[config.mk]
export PLATFORM = sky130hd
export DESIGN_NAME = ifetch_ctrl
export DESIGN_NICKNAME = d
export VERILOG_FILES = /design/src/rtl/ifetch_ctrl.sv
export SDC_FILE = /design/constraint.sdc
export NUM_CORES = 1
export LEC_CHECK = 0
export ABC_CLOCK_PERIOD_IN_PS = 1900
export BUFFER_PORTS_ARGS = -buffer_cell sky130_fd_sc_hd__buf_2
export CAP_MARGIN = 20
export CELL_PAD_IN_SITES_DETAIL_PLACEMENT = 0
export CELL_PAD_IN_SITES_GLOBAL_PLACEMENT = 1
export CORE_MARGIN = 2
export CORE_UTILIZATION = 40
export CTS_CLUSTER_DIAMETER = 80
export DETAILED_ROUTE_END_ITERATION = 16
export PLACE_DENSITY_LB_ADDON = 0.25
export SLEW_MARGIN = 20
export SYNTH_ARGS = -nofsm -noshare
export SYNTH_HDL_FRONTEND = slang
export SYNTH_SLANG_ARGS = --single-unit
[constraint.sdc]
create_clock -name clk -period 1.9 [get_ports clk]
set_clock_uncertainty 0.15 [all_clocks]
set_input_delay 0.38 -clock clk [delete_from_list [all_inputs] [get_ports clk]]
set_output_delay 0.38 -clock clk [all_outputs]
set_load 0.1 [all_outputs]
[src/rtl/ifetch_ctrl.sv]
// Instruction-fetch controller: issues one req/ack fetch at a time, holds a returned
// instruction while decode stalls, and squashes in-flight fetches on a flush.
module ifetch_ctrl #(
    parameter int              XLEN = 32,
    parameter logic [XLEN-1:0] NOP  = 'h00000013
) (
    input  logic            clk,
    input  logic            reset,
    input  logic [XLEN-1:0] pc,
    input  logic            stall_d,
    input  logic            flush_d,
    output logic            mem_req,
    output logic [XLEN-1:0] mem_addr,
    input  logic            mem_ack,
    input  logic [XLEN-1:0] mem_rdata,
    output logic            pc_en,
    output logic            ifid_valid,
    output logic [XLEN-1:0] ifid_instr,
    output logic [XLEN-1:0] ifid_pc,
    output logic [1:0]      o_dbg_state
);

    // Handshake: a request is live while mem_req=1; mem_addr is frozen for its
    // whole duration; the cycle with mem_ack=1 completes it and mem_req falls at
    // the following edge. Only one request is ever outstanding.
    typedef enum logic [1:0] {
        S_IDLE = 2'd0,
        S_REQ  = 2'd1,
        S_HOLD = 2'd2,
        S_DROP = 2'd3
    } state_t;

    state_t          r_state;
    state_t          w_next_state;
    logic            r_mem_req;
    logic [XLEN-1:0] r_mem_addr;
    logic [XLEN-1:0] r_hold_instr;
    logic [XLEN-1:0] r_hold_pc;
    logic            r_ifid_valid;
    logic [XLEN-1:0] r_ifid_instr;
    logic [XLEN-1:0] r_ifid_pc;

    logic            w_accept;
    logic            w_issue;
    logic            w_capture;
    logic            w_load;
    logic [XLEN-1:0] w_load_instr;
    logic [XLEN-1:0] w_load_pc;

    assign w_accept = (r_state == S_REQ) && mem_ack && !stall_d && !flush_d;
    assign pc_en    = reset && (flush_d || w_accept || ((r_state == S_HOLD) && !stall_d));

    always_comb begin
        w_next_state = r_state;
        w_issue      = 1'b0;
        w_capture    = 1'b0;
        w_load       = 1'b0;
        w_load_instr = NOP;
        w_load_pc    = '0;
        case (r_state)
            // A flush in IDLE lets the PC take the target before the first fetch.
            S_IDLE: begin
                if (!flush_d) begin
                    w_next_state = S_REQ;
                    w_issue      = 1'b1;
                end
            end
            S_REQ: begin
                if (mem_ack) begin
                    if (flush_d) begin
                        w_next_state = S_IDLE;
                    end else if (stall_d) begin
                        w_next_state = S_HOLD;
                        w_capture    = 1'b1;
                    end else begin
                        w_next_state = S_IDLE;
                        w_load       = 1'b1;
                        w_load_instr = mem_rdata;
                        w_load_pc    = r_mem_addr;
                    end
                end else if (flush_d) begin
                    w_next_state = S_DROP;
                end
            end
            S_HOLD: begin
                if (flush_d) begin
                    w_next_state = S_IDLE;
                end else if (!stall_d) begin
                    w_next_state = S_IDLE;
                    w_load       = 1'b1;
                    w_load_instr = r_hold_instr;
                    w_load_pc    = r_hold_pc;
                end
            end
            S_DROP: begin
                if (mem_ack) begin
                    w_next_state = S_IDLE;
                end
            end
            default: w_next_state = S_IDLE;
        endcase
    end

    always_ff @(posedge clk) begin
        if (!reset) begin
            r_state <= S_IDLE;
        end else begin
            r_state <= w_next_state;
        end
    end

    always_ff @(posedge clk) begin
        if (!reset) begin
            r_mem_req    <= 1'b0;
            r_mem_addr   <= '0;
            r_hold_instr <= NOP;
            r_hold_pc    <= '0;
        end else begin
            r_mem_req <= (w_next_state == S_REQ) || (w_next_state == S_DROP);
            if (w_issue) begin
                r_mem_addr <= pc;
            end
            if (w_capture) begin
                r_hold_instr <= mem_rdata;
                r_hold_pc    <= r_mem_addr;
            end
        end
    end

    // IF/ID: flush beats stall, stall beats a load, anything else is a bubble.
    always_ff @(posedge clk) begin
        if (!reset || flush_d) begin
            r_ifid_valid <= 1'b0;
            r_ifid_instr <= NOP;
            r_ifid_pc    <= '0;
        end else if (!stall_d) begin
            r_ifid_valid <= w_load;
            r_ifid_instr <= w_load_instr;
            r_ifid_pc    <= w_load_pc;
        end
    end

    assign mem_req     = r_mem_req;
    assign mem_addr    = r_mem_addr;
    assign ifid_valid  = r_ifid_valid;
    assign ifid_instr  = r_ifid_instr;
    assign ifid_pc     = r_ifid_pc;
    assign o_dbg_state = r_state;

endmodule

### Word level (Yosys, flattened, before mapping)

Cells that the tools add are included.

| operators by class | value |
|---|---|
| reduce and logical (&&, ||, !) cells | 13 |
| eq/ne operators | 5 |
| muxes and demuxes | 25 |

Operators by type and width:

| cell | number |
|---|---|
| $mux 32 | 6 |
| $pmux 32 s2 | 2 |
| $mux 2 | 8 |
| $pmux 2 s4 | 1 |
| $mux 1 | 7 |
| $eq 2x2->1 const B | 3 |
| $logic_and 1x1->1 | 5 |
| $eq 2x1->1 const B | 2 |
| $logic_or 1x1->1 | 4 |
| $logic_not 1->1 | 3 |
| $logic_not 2->1 | 1 |
| $pmux 1 s2 | 1 |

| storage, ports and cells | value |
|---|---|
| logic and storage cells | 51 |
| register bits after elaboration | 164 |

### Logic depth before layout (Yosys ltp)

| logic depth | value |
|---|---|
| depth after elaboration | 7 |
| depth in mapped cells | 8 |
| depth with buffers taken out | 5 |

### Worst setup path after synthesis

OpenSTA, ideal clock, no wires.

| timing path | value |
|---|---|
| path type | reg-to-output |
| from | register r_state[1] (netlist: o_dbg_state[1]) |
| to | output port pc_en |
| required time | 1.370 ns |
| stages on the path, launching flop included | 8 |
| arrival | 2.410 ns |
| slack | -1.040 ns |
| cells stage by stage | dfxtp_1 inv_1 ha_1 buf_2 buf_6 a21oi_1 nor2_1 o21a_1 |

| on the way | value |
|---|---|
| word-level cells in the longest chain between the ends | 7 |
| elaborated cells on any way between the ends | 9 |

RTL lines:

| item | RTL line | RTL |
|---|---|---|
| start, declared | 33 | `state_t r_state;` |
| start signal, assigned | 108 | `r_state <= w_next_state;` |
| $eq 2x1->1 | 50 | `assign w_accept = (r_state == S_REQ) && mem_ack && !stall_d && !flush_d;` |
| $logic_and 1x1->1 (3 in a row) | 50 |  |
| $logic_or 1x1->1 | 51 | `assign pc_en = reset && (flush_d \|\| w_accept \|\| ((r_state == S_HOLD) && !stall_d));` |
| $logic_or 1x1->1 * | 51 |  |
| $logic_and 1x1->1 * | 51 |  |
| end, declared | 16 | `output logic pc_en,` |

Mark *: on every way between the ends. The rest lies on a longest branch, timed or not.

### Worst setup path after layout

Same ends and word-level chain as after synthesis.

==> results.md <==
- Status: complete, but fails checks
- Failing checks: negative setup slack
- Worst slew pin tran: 0.549 ns
- VDD IR-drop max: 0.729 mV
- Final WL: 20500 um
- Synthesized Nets: between 800 and 900
- Post-DP Area: between 7000 and 8000 um^2
- Worst reg-to-reg path cell count: 8
- Final setup margin: -0.227 ns
- Core footprint: roughly 17000 um^2
- Synthesized cell area: 6840 um^2
- Filler Cell Count: 1555
- First-pass GRT wire length: roughly 32000 um
- Synth unique cells: 33
- Vias per Instance: 5.55
- Post-synth top area share: 0.477
- CTS buffer count: 17
- I/O pins: 170
- Vias: 6308
- Final Max Tran Viols: 0
- 1st-pass router iterations: 6
- CTS Hold Buffers Added: 0
- Die Ht: approximately 130 um
- Layout cell share with drive strength beyond 1: 0.287
- Most common cell after layout, fill and taps aside: nand2_1
- HP Start: pc[6]
- PwrDens: 1300 nW/um^2
- Critical Path Source: o_dbg_state[1]
- Initial core utilization: 0.411
- Critical Path AT: 1.60 ns
- Post-Place Worst Slack: -0.0806 ns
- Most frequent cells in the layout: nand2_1 (196), buf_2 (165), dfxtp_1 (161), a32o_1 (61), nor2_1 (61)
- Ranking of synthesized cells by area: dfxtp_1 (48%), nand2_1 (11%), a32o_1 (8.9%), a22oi_1 (6.0%), a21boi_1 (5.2%)
- Routed Antenna Nets: 0
- Final net count: 977
- Synth Area in Compound Gates: 0.280
- Fin crit share: 1.12
- Main combinational cell family by area after synthesis: compound AO/OA/AOI/OAI gates
- Mux share of post-synthesis cell area: 0.00146
- XOR/XNOR Fraction of Synth Area: 0
- Rows: 47
- Max Cap Viol: 0
- Largest net degree at the start of global routing: 66
- Pleak: 3.38 nW
- Port bufs: 169
- FFs w/ async S/R, synth: 0
- RSZ-0062 raised after global routing: yes
- Clk Tree Root Cell: clkbuf_16
- Worst slew margin: 0.634
- Area of the die: 18200 um^2
- Min Tclk post-route: 2.13 ns
- Final instance area: roughly 8700 um^2
- EDFF count, synth: 0
- Overflow after GRT: 0
- Clock buffer depth: 2
- CP Launch Type: register
- Sequential area share after synthesis: 0.477
- Dominant cell type by area after synthesis: dfxtp_1
- Syn Inst Count: 760
- H-Tree Depth: 4
- Antenna violations before repair: 0
- Num Clock Sinks: 163
- YS warnings: 0
- Layout Area Growth over Synthesis: 27.2%
- Ys flop type: dfxtp_1
- Die X: 135 um
- Worst Path Required: 1.37 ns
- Post-synthesis simple-gate area fraction: 0.164
- HPWL after DPL: 12900 um
- Final Hold Violating Endpoints: 0
- Critical path endpoint category: output port
- Worst hold slack: between 0.03 and 0.04 ns
- Flops & latches, synth: around 160
- Final Setup Violations: 29
- Routability cong.: 0.787
- Clock-pin slew on the worst setup and hold paths: 0.07 ns
- # diodes: 0
- Starting DRT DRC Count: 388
- Post-Synth Adder-Cell Area: 0.00915
- Tightest Hold Check Type: input port to register
- Vias in the first global route: ~6200
- Routed len/inst: around 18 um
- CP Class: register to output port
- Avg Inst Size Synth: 9.00 um^2
- Clock latency on the worst-skew pair: 0.43 ns
- Hold path cells: 3
- F_max: 470 MHz
- Worst r2r src: o_dbg_state[1]
- Gr usage total: 0.219
- Top fanout value on the critical path: 4
- CTS tree: built
- Residual DRC: 0
==> area by class of cell <==
| type | count | area (um^2) | share of cell area |
|---|---|---|---|
| Clock buffer | 19 | 453 | 0.0521 |
| Clock inverter | 13 | 183 | 0.0210 |
| Inverter | 3 | 16.3 | 0.00187 |
| Multi-Input combinational cell | 516 | 3190 | 0.367 |
| Sequential cell | 163 | 3270 | 0.376 |
| Tap cell | 220 | 275 | 0.0317 |
| Timing Repair Buffer | 202 | 1310 | 0.150 |
==> per-stage QoR <==
step                      utilization  setup TNS (ns)  power [mW]  std cells
after floorplan                     -          -0.137        6.59        760
after global placement          0.471         -0.0290        7.33       1095
after detailed placement        0.471          -0.140        7.41       1095
after CTS                       0.513          -0.270        11.2       1131
after global routing            0.523           -5.36        11.7       1136
final                           0.523          -0.569        11.3       1136
==> path summary, 6_finish.rpt <==
check                                         to  slack (ns)
worst max-delay path                       pc_en       -0.23
worst min-delay path                 mem_addr[6]        0.04
worst max register to register     r_hold_pc[11]       -0.03
worst min register to register  r_hold_instr[16]        0.30
==> routing by layer <==
metal | global-route usage | wire length [um] | vias up
met3 | 0.0514 | 1400 | 32
met2 | 0.370 | 9880 | 259
li1 | - | - | 2955
met5 | 0 | 0 | -
met1 | 0.267 | 8720 | 3062
met4 | 0.0965 | 455 | 0
==> cells by family (layout without fill, tap and decap cells) <==
group / after synthesis / count (layout)
flip-flops: 163 / 163
multiplexers: 1 / 1
adder cells (fa/ha/maj): 5 / 5
AND/OR/NAND/NOR: 279 / 279
AO/OA/AOI/OAI: 231 / 231
buffers and inverters: 81 / 237
==> synthesized netlist by cell type (3+ instances only) <==
cell type  number
dfxtp_1       163
inv_1           3
a22oi_1        55
nand3_1         4
clkbuf_1       30
nor2b_1         5
buf_2          30
a22oi_2         6
a21oi_1         3
o21a_1          4
ha_1            5
buf_6          15
a21boi_1       47
buf_4           3
nand2_1       196
nand2b_1        4
nor2_1         62
a21boi_0       46
a32o_1         61
==> repair_timing <==
| action | CTS | global route |
|---|---|---|
| endpoints found under the hold margin | 0 | 0 |
| gates cloned | 0 | 3 |
| setup endpoints to repair | 3 | 98 |
| pin swaps | 4 | 1 |
| buffers inserted | 4 | 2 |
| resized for setup | 11 | 17 |
==> worst max-delay path, cell delays in order (launching register included) <==
cell	delay, ns
dfxtp_4	0.39
inv_4	0.05
ha_4	0.16
a21oi_4	0.14
nor2_2	0.06
o21a_4	0.21
buf_12	0.16
==> report_power, final <==
part | internal [mW] | total [mW] | leakage, nW | switching [mW]
combinational | 0.992 | 3.75 | 1.76 | 2.76
clock | 2.26 | 3.67 | 0.301 | 1.40
sequential | 3.63 | 3.85 | 1.32 | 0.219
total | 6.89 | 11.3 | 3.38 | 4.38
==> state kept, by name (all words and copies together) (netlist names) <==
register,cells
mem_addr,32
ifid_valid,1
r_hold_instr,32
o_dbg_state,2
ifid_instr,32
ifid_pc,32
r_hold_pc,32
No activity file was read; power rests on OpenSTA's default activity.
